==> config.mk <==
export PLATFORM = sky130hd
export DESIGN_NAME = ibex_multdiv_iter_flat
export DESIGN_NICKNAME = d
export VERILOG_FILES = /design/src/rtl/ibex_multdiv_iter_pkg.sv /design/src/rtl/ibex_multdiv_iter_if.sv /design/src/rtl/ibex_multdiv_iter_step.sv /design/src/rtl/ibex_multdiv_iter.sv /design/src/flat_wrapper.sv
export SDC_FILE = /design/constraint.sdc
export NUM_CORES = 1
export LEC_CHECK = 0
export BUFFER_PORTS_ARGS = -buffer_cell sky130_fd_sc_hd__buf_2
export CORE_MARGIN = 1.5
export CORE_UTILIZATION = 45
export CTS_CLUSTER_SIZE = 28
export DETAILED_ROUTE_END_ITERATION = 8
export SETUP_SLACK_MARGIN = 0.1
export SYNTH_ARGS = -nofsm -noshare
export SYNTH_HDL_FRONTEND = slang
export SYNTH_SLANG_ARGS = --single-unit
==> constraint.sdc <==
create_clock -name clk_i -period 5.6 [get_ports clk_i]
set_input_delay 0.84 -clock clk_i [delete_from_list [all_inputs] [get_ports clk_i]]
set_output_delay 0.84 -clock clk_i [all_outputs]
set_load 0.005 [all_outputs]
==> src/rtl/ibex_multdiv_iter_pkg.sv <==
// Shared types and helpers for the iterative multiplier/divider.
package ibex_multdiv_pkg;

    typedef enum logic [1:0] {
        MD_OP_MUL  = 2'd0,
        MD_OP_MULH = 2'd1,
        MD_OP_DIV  = 2'd2,
        MD_OP_REM  = 2'd3
    } md_op_e;

    typedef enum logic [2:0] {
        MD_IDLE  = 3'd0,
        MD_PREP  = 3'd1,
        MD_ITER  = 3'd2,
        MD_FIXUP = 3'd3,
        MD_DONE  = 3'd4
    } md_iter_state_e;

    // Width of the iteration counter, which must hold WIDTH/UNROLL.
    function automatic int unsigned md_cnt_width(input int unsigned width,
                                                 input int unsigned unroll);
        return $clog2(width / unroll + 1);
    endfunction

endpackage

==> src/rtl/ibex_multdiv_iter_if.sv <==
// Request/response bundle between the EX stage and the iterative mult/div unit.
interface ibex_multdiv_iter_if #(
    parameter int unsigned WIDTH = 32
) ();
    logic             req_valid_i;
    logic             req_ready_o;
    logic [1:0]       operator_i;
    logic [1:0]       signed_mode_i;
    logic [WIDTH-1:0] op_a_i;
    logic [WIDTH-1:0] op_b_i;
    logic             data_ind_timing_i;
    logic             kill_i;
    logic             resp_valid_o;
    logic             resp_ready_i;
    logic [WIDTH-1:0] result_o;
    logic             busy_o;

    modport master (
        output req_valid_i, operator_i, signed_mode_i, op_a_i, op_b_i,
               data_ind_timing_i, kill_i, resp_ready_i,
        input  req_ready_o, resp_valid_o, result_o, busy_o
    );

    modport slave (
        input  req_valid_i, operator_i, signed_mode_i, op_a_i, op_b_i,
               data_ind_timing_i, kill_i, resp_ready_i,
        output req_ready_o, resp_valid_o, result_o, busy_o
    );
endinterface

==> src/rtl/ibex_multdiv_iter_step.sv <==
// One radix-2 step: shift-add for multiply, restoring subtract for divide.
// Divide mode uses the low WIDTH bits of acc as the partial remainder, the
// low WIDTH bits of mcand as the divisor magnitude and mplier as the
// dividend/quotient shift register (dividend out at MSB, quotient in at LSB).
module ibex_multdiv_iter_step #(
    parameter int unsigned WIDTH = 32
) (
    input  logic               i_div,
    input  logic [2*WIDTH-1:0] i_acc,
    input  logic [2*WIDTH-1:0] i_mcand,
    input  logic [WIDTH-1:0]   i_mplier,
    output logic [2*WIDTH-1:0] o_acc,
    output logic [2*WIDTH-1:0] o_mcand,
    output logic [WIDTH-1:0]   o_mplier
);
    logic [WIDTH:0]   w_rem_sh;
    logic [WIDTH-1:0] w_rem_diff;
    logic             w_ge;

    // Compute the next accumulator/multiplicand/multiplier for either mode.
    always_comb begin
        w_rem_sh   = {i_acc[WIDTH-1:0], i_mplier[WIDTH-1]};
        // When the subtract is taken the true difference is below the divisor,
        // so the low WIDTH bits are exact.
        w_rem_diff = w_rem_sh[WIDTH-1:0] - i_mcand[WIDTH-1:0];
        w_ge       = (w_rem_sh >= {1'b0, i_mcand[WIDTH-1:0]});
        o_acc      = i_acc;
        o_mcand    = i_mcand;
        o_mplier   = i_mplier;
        if (i_div) begin
            o_acc    = {{WIDTH{1'b0}}, (w_ge ? w_rem_diff : w_rem_sh[WIDTH-1:0])};
            o_mplier = {i_mplier[WIDTH-2:0], w_ge};
        end else begin
            if (i_mplier[0]) begin
                o_acc = i_acc + i_mcand;
            end
            o_mcand  = i_mcand << 1;
            o_mplier = i_mplier >> 1;
        end
    end
endmodule

==> src/rtl/ibex_multdiv_iter.sv <==
// Iterative RV32M/RV64M multiplier/divider retiring UNROLL bits per cycle.
module ibex_multdiv_iter
    import ibex_multdiv_pkg::*;
#(
    parameter int unsigned WIDTH  = 32,
    parameter int unsigned UNROLL = 1
) (
    input logic                clk_i,
    input logic                rst_ni,
    ibex_multdiv_iter_if.slave bus
);
    localparam int unsigned CW    = md_cnt_width(WIDTH, UNROLL);
    localparam int unsigned NSTEP = WIDTH / UNROLL;

    md_iter_state_e     r_state;
    md_op_e             r_op;
    logic               r_sa;
    logic               r_sb;
    logic               r_dit;
    logic [WIDTH-1:0]   r_a;
    logic [WIDTH-1:0]   r_b;
    logic [2*WIDTH-1:0] r_acc;
    logic [2*WIDTH-1:0] r_mcand;
    logic [WIDTH-1:0]   r_mplier;
    logic [CW-1:0]      r_cnt;
    logic [WIDTH-1:0]   r_result;
    logic               r_resp_valid;
    logic               r_busy;

    logic               w_is_div;
    logic [WIDTH-1:0]   w_abs_a;
    logic [WIDTH-1:0]   w_abs_b;
    logic [2*WIDTH-1:0] w_prod;
    logic [WIDTH-1:0]   w_fix_result;

    logic [2*WIDTH-1:0] w_acc_c    [UNROLL+1];
    logic [2*WIDTH-1:0] w_mcand_c  [UNROLL+1];
    logic [WIDTH-1:0]   w_mplier_c [UNROLL+1];

    assign w_is_div = (r_op == MD_OP_DIV) || (r_op == MD_OP_REM);
    assign w_abs_a  = r_sa ? (~r_a + 1'b1) : r_a;
    assign w_abs_b  = r_sb ? (~r_b + 1'b1) : r_b;

    assign bus.req_ready_o  = (r_state == MD_IDLE) & ~bus.kill_i;
    assign bus.resp_valid_o = r_resp_valid;
    assign bus.result_o     = r_result;
    assign bus.busy_o       = r_busy;

    assign w_acc_c[0]    = r_acc;
    assign w_mcand_c[0]  = r_mcand;
    assign w_mplier_c[0] = r_mplier;

    for (genvar g = 0; g < UNROLL; g++) begin : g_step
        ibex_multdiv_iter_step #(.WIDTH(WIDTH)) u_step (
            .i_div    (w_is_div),
            .i_acc    (w_acc_c[g]),
            .i_mcand  (w_mcand_c[g]),
            .i_mplier (w_mplier_c[g]),
            .o_acc    (w_acc_c[g+1]),
            .o_mcand  (w_mcand_c[g+1]),
            .o_mplier (w_mplier_c[g+1])
        );
    end

    // Sign correction and word selection applied in FIXUP.
    always_comb begin
        w_prod = (r_sa ^ r_sb) ? (~r_acc + 1'b1) : r_acc;
        unique case (r_op)
            MD_OP_MUL:  w_fix_result = w_prod[WIDTH-1:0];
            MD_OP_MULH: w_fix_result = w_prod[2*WIDTH-1:WIDTH];
            MD_OP_DIV:  w_fix_result = ((r_sa ^ r_sb) && (r_b != '0)) ?
                                       (~r_mplier + 1'b1) : r_mplier;
            default:    w_fix_result = r_sa ? (~r_acc[WIDTH-1:0] + 1'b1) :
                                       r_acc[WIDTH-1:0];
        endcase
    end

    // Control FSM and datapath registers; kill overrides every state.
    always_ff @(posedge clk_i or negedge rst_ni) begin
        if (!rst_ni) begin
            r_state      <= MD_IDLE;
            r_op         <= MD_OP_MUL;
            r_sa         <= 1'b0;
            r_sb         <= 1'b0;
            r_dit        <= 1'b0;
            r_a          <= '0;
            r_b          <= '0;
            r_acc        <= '0;
            r_mcand      <= '0;
            r_mplier     <= '0;
            r_cnt        <= '0;
            r_result     <= '0;
            r_resp_valid <= 1'b0;
            r_busy       <= 1'b0;
        end else if (bus.kill_i) begin
            r_state      <= MD_IDLE;
            r_resp_valid <= 1'b0;
            r_busy       <= 1'b0;
        end else begin
            unique case (r_state)
                MD_IDLE: begin
                    if (bus.req_valid_i) begin
                        r_op    <= md_op_e'(bus.operator_i);
                        r_sa    <= bus.op_a_i[WIDTH-1] & bus.signed_mode_i[0];
                        r_sb    <= bus.op_b_i[WIDTH-1] & bus.signed_mode_i[1];
                        r_dit   <= bus.data_ind_timing_i;
                        r_a     <= bus.op_a_i;
                        r_b     <= bus.op_b_i;
                        r_busy  <= 1'b1;
                        r_state <= MD_PREP;
                    end
                end
                MD_PREP: begin
                    r_cnt <= CW'(NSTEP);
                    r_acc <= '0;
                    if (w_is_div) begin
                        r_mcand  <= {{WIDTH{1'b0}}, w_abs_b};
                        r_mplier <= w_abs_a;
                    end else begin
                        r_mcand  <= {{WIDTH{1'b0}}, w_abs_a};
                        r_mplier <= w_abs_b;
                    end
                    if (!r_dit && (w_abs_b == '0)) begin
                        // Preload what a full zero-divisor run would leave
                        // behind: quotient all-ones, remainder |a|.
                        if (w_is_div) begin
                            r_acc    <= {{WIDTH{1'b0}}, w_abs_a};
                            r_mplier <= '1;
                        end
                        r_state <= MD_FIXUP;
                    end else begin
                        r_state <= MD_ITER;
                    end
                end
                MD_ITER: begin
                    r_acc    <= w_acc_c[UNROLL];
                    r_mcand  <= w_mcand_c[UNROLL];
                    r_mplier <= w_mplier_c[UNROLL];
                    r_cnt    <= r_cnt - 1'b1;
                    if ((r_cnt == CW'(1)) ||
                        (!r_dit && !w_is_div && (w_mplier_c[UNROLL] == '0))) begin
                        r_state <= MD_FIXUP;
                    end
                end
                MD_FIXUP: begin
                    r_result     <= w_fix_result;
                    r_resp_valid <= 1'b1;
                    r_state      <= MD_DONE;
                end
                MD_DONE: begin
                    if (bus.resp_ready_i) begin
                        r_resp_valid <= 1'b0;
                        r_busy       <= 1'b0;
                        r_state      <= MD_IDLE;
                    end
                end
                default: begin
                    r_resp_valid <= 1'b0;
                    r_busy       <= 1'b0;
                    r_state      <= MD_IDLE;
                end
            endcase
        end
    end
endmodule

==> src/flat_wrapper.sv <==
// flat-port wrapper written by rule: the top's interface ports become plain ports
module ibex_multdiv_iter_flat import ibex_multdiv_pkg::*;
#(
    parameter int unsigned WIDTH  = 32,
    parameter int unsigned UNROLL = 1
)
  (clk_i, rst_ni, bus_req_valid_i, bus_operator_i, bus_signed_mode_i, bus_op_a_i, bus_op_b_i, bus_data_ind_timing_i, bus_kill_i, bus_resp_ready_i, bus_req_ready_o, bus_resp_valid_o, bus_result_o, bus_busy_o);
  ibex_multdiv_iter_if #(.WIDTH(WIDTH)) bus_i ();
  input logic clk_i;
  input logic rst_ni;
  input wire logic [$bits(bus_i.req_valid_i)-1:0] bus_req_valid_i;
  input wire logic [$bits(bus_i.operator_i)-1:0] bus_operator_i;
  input wire logic [$bits(bus_i.signed_mode_i)-1:0] bus_signed_mode_i;
  input wire logic [$bits(bus_i.op_a_i)-1:0] bus_op_a_i;
  input wire logic [$bits(bus_i.op_b_i)-1:0] bus_op_b_i;
  input wire logic [$bits(bus_i.data_ind_timing_i)-1:0] bus_data_ind_timing_i;
  input wire logic [$bits(bus_i.kill_i)-1:0] bus_kill_i;
  input wire logic [$bits(bus_i.resp_ready_i)-1:0] bus_resp_ready_i;
  output wire logic [$bits(bus_i.req_ready_o)-1:0] bus_req_ready_o;
  output wire logic [$bits(bus_i.resp_valid_o)-1:0] bus_resp_valid_o;
  output wire logic [$bits(bus_i.result_o)-1:0] bus_result_o;
  output wire logic [$bits(bus_i.busy_o)-1:0] bus_busy_o;
  assign bus_i.req_valid_i = bus_req_valid_i;
  assign bus_i.operator_i = bus_operator_i;
  assign bus_i.signed_mode_i = bus_signed_mode_i;
  assign bus_i.op_a_i = bus_op_a_i;
  assign bus_i.op_b_i = bus_op_b_i;
  assign bus_i.data_ind_timing_i = bus_data_ind_timing_i;
  assign bus_i.kill_i = bus_kill_i;
  assign bus_i.resp_ready_i = bus_resp_ready_i;
  assign bus_req_ready_o = bus_i.req_ready_o;
  assign bus_resp_valid_o = bus_i.resp_valid_o;
  assign bus_result_o = bus_i.result_o;
  assign bus_busy_o = bus_i.busy_o;
  ibex_multdiv_iter #(.WIDTH(WIDTH), .UNROLL(UNROLL)) u_core (.clk_i(clk_i), .rst_ni(rst_ni), .bus(bus_i));
endmodule
==> flow_summary.yaml <==
pwr:
  worst_ir_drop_vdd_uv: 288
  leakage_nw: 10.4
  p_per_area_nw_per_um2: 600
clock_network:
  clockBufferDepth: 3
  cts.sinks: 272
  cts_resized: 0
  tritoncts: "built"
  cts-root-buf: "clkbuf_16"
  clkTransAtPathRegs_ns: 0.06
  h-tree-depth: 2
  postCtsSetupBuffers: 0
  clk_latency_ns: 0.56
  cts_hold_buf: 0
  cts_buffers: 35
yosys:
  synth_cell_type_count: 85
  netlist_area_um2: 22700
  syn_nets: 2905
  async_reset_ff_share_pct: 100
  netlist_instances: 2727
  synth_seq_cells: 272
  syn_avg_cell_area_um2: 8.31
  synth_edf_count: 0
  synth_warnings: 0
  synthFlopType: "dfrtp_1"
  yosysSeqAreaShare_pct: 30.0
floorplan:
  rows: 82
  die_height_um: 227
  ios: 109
  die_w_um: 227
  dieArea_um2: 51700
  coreArea_um2: 50000
  start_util_pct: 45.4
final_layout:
  syn_to_final_growth_pct: 9.78
  drive_above_1_share_pct: 12.8
  layout.nets: 2898
  final_common_cell: "nand2_1"
  fin_area_um2: 24900
  postLayoutCoreUtil_pct: 49.8
  final_cell_mix: "319 x nand2_1, 270 x dfrtp_1, 235 x o21ai_0, 204 x nor2_1, 177 x a21oi_1"
place:
  place_area_um2: 23700
  place_hpwl_um: 63000
  port_buffers: 108
  place_congestion: 0.993
setup_path:
  crit_buf_inv: 1
  r2r_cells: 11
  path_delay_family: "simple AND/OR/NAND/NOR gates"
  critPathSlowestCell: "nor4_1"
  path_class: "flop to flop"
  crit_required_ns: 6.01
  cp_max_fo: 9
  critPathArrivalTime_ns: 5.15
  cpPeakStageDelay_ns: 0.73
  crit_chain: "inv_1, ha_1, or3b_2, nor4_1, nand3_1, or3_1, nor3_1, a21oi_1, xnor2_1, and3_1, o41ai_1"
  start_kind: "flop"
  worst-path-stages: 11
  critPathCaptureType: "flop"
timing:
  min_period_ns: 4.74
  finalClockSkew_ns: 0.0281
  final-setup-viol-count: 0
  hold_viol: 0
  slew_headroom_pct: 22.0
  fmax_mhz: 211
  tightest_slew_ns: 1.16
  hold_ws_ns: 0.374
  maxSlewViolCount: 0
  min_period_over_period_pct: 84.6
  setup_tns_ns: 0
  grt_setup_unrepaired: "no"
detailed_routing:
  first_pass_iters: 6
  vias: 21628
  drt-vias-per-instance: 6.33
  routedWlPerCell_um: 24.5
  wl_um: 83700
  drc: 0
  drtIter0Drc: 2353
  drtAntennaViolNets: 0
flow_run:
  cap_viol_max_count: 0
global_route:
  grt_use_total_pct: 32.3
  grt-ovfl-total: 0
  grt_max_degree: 115
  grt_pass1_vias: 20147
  grt_first_pass_wirelength_um: 127000
  antenna_found_initial: 3
status:
  status: "completed"
hold_path:
  min-delay-path-class: "input pin to asynchronous set/reset pin"
[cell type report]
| type | count | area (um2) |
|---|---|---|
| fill | 4890 | 25100 |
| multi-input combinational | 2184 | 14900 |
| sequential | 272 | 6810 |
| clock buffer | 51 | 1050 |
| timing repair buffer | 146 | 873 |
| tap | 672 | 841 |
| inverter | 81 | 304 |
| clock inverter | 8 | 96.3 |
| antenna | 1 | 2.50 |
[cells by family (layout without fill, tap and decap cells)]
kind of cell	Yosys count	count (layout)	synth area share, %
AO/OA/AOI/OAI	861	861	24.5
flip-flops	272	272	30.0
other	0	1	0
multiplexers	141	141	8.18
AND/OR/NAND/NOR	813	813	16.7
adder cells (fa/ha/maj)	104	104	5.81
buffers and inverters	271	286	4.54
XOR/XNOR	265	265	10.2
[through the flow]
stage                     cells  power [mW]  setup slack (ns)
after floorplan            2727        9.47              1.65
after global placement     3355        12.3             0.998
after detailed placement   3355        12.4             0.991
after CTS                  3414        14.8             0.952
after global routing       3414        15.8             0.597
final                      3415        14.9             0.862
[state kept, by name (all words and copies together) (netlist names)]
register and flops:
u_core.bus.busy_o 1, u_core.bus.resp_valid_o 1, u_core.bus.result_o 32, u_core.r_a 32, u_core.r_acc 64, u_core.r_b 32, u_core.r_cnt 6, u_core.r_dit 1
u_core.r_mcand 64, u_core.r_mplier 32, u_core.r_op 2, u_core.r_sa 1, u_core.r_sb 1, u_core.r_state 3
[power breakdown]
group          switching [mW]  internal (mW)  leakage, nW  total (mW)
Combinational            5.32           3.52         6.44        8.84
Clock                   0.926           1.38        0.563        2.31
Sequential               1.20           2.57         3.38        3.77
[worst paths after layout]
kind,startpoint,end,slack [ns]
setup / recovery,u_core.r_acc[0],u_core.bus.result_o[0],0.86
hold / removal,rst_ni,u_core.r_acc[4],0.37
setup reg to reg,u_core.r_acc[0],u_core.bus.result_o[0],0.86
hold reg to reg,u_core.bus.result_o[19],u_core.bus.result_o[19],0.47
max in group asynchronous,rst_ni,u_core.r_mcand[34],3.96
min in group clk_i,u_core.bus.result_o[19],u_core.bus.result_o[19],0.47
[layer usage]
metal,global-route usage (%),routed length [um]
met5,0,27
met4,12.0,3360
met3,5.19,6440
met2,46.8,35100
met1,47.9,38800
[cells in the mapped netlist (all sizes together) (22+ instances only)]
library cell,number,area [um2]
xnor2,128,1120
buf,25,103
or4,22,176
ha,102,1280
mux2,84,946
nand3,35,175
clkbuf,165,622
dfrtp,272,6810
a21o,60,450
mux4,27,608
or3,29,181
a21oi,179,900
nor3,56,280
o211ai,25,188
inv,80,300
o21ai,240,1200
xor2,137,1200
nor4,24,165
mux2i,30,300
nand4,27,169
o31ai,51,383
a31oi,53,332
nor2,206,790
a211oi,71,533
nand2,320,1200
Power figures use the tool's default switching activity.
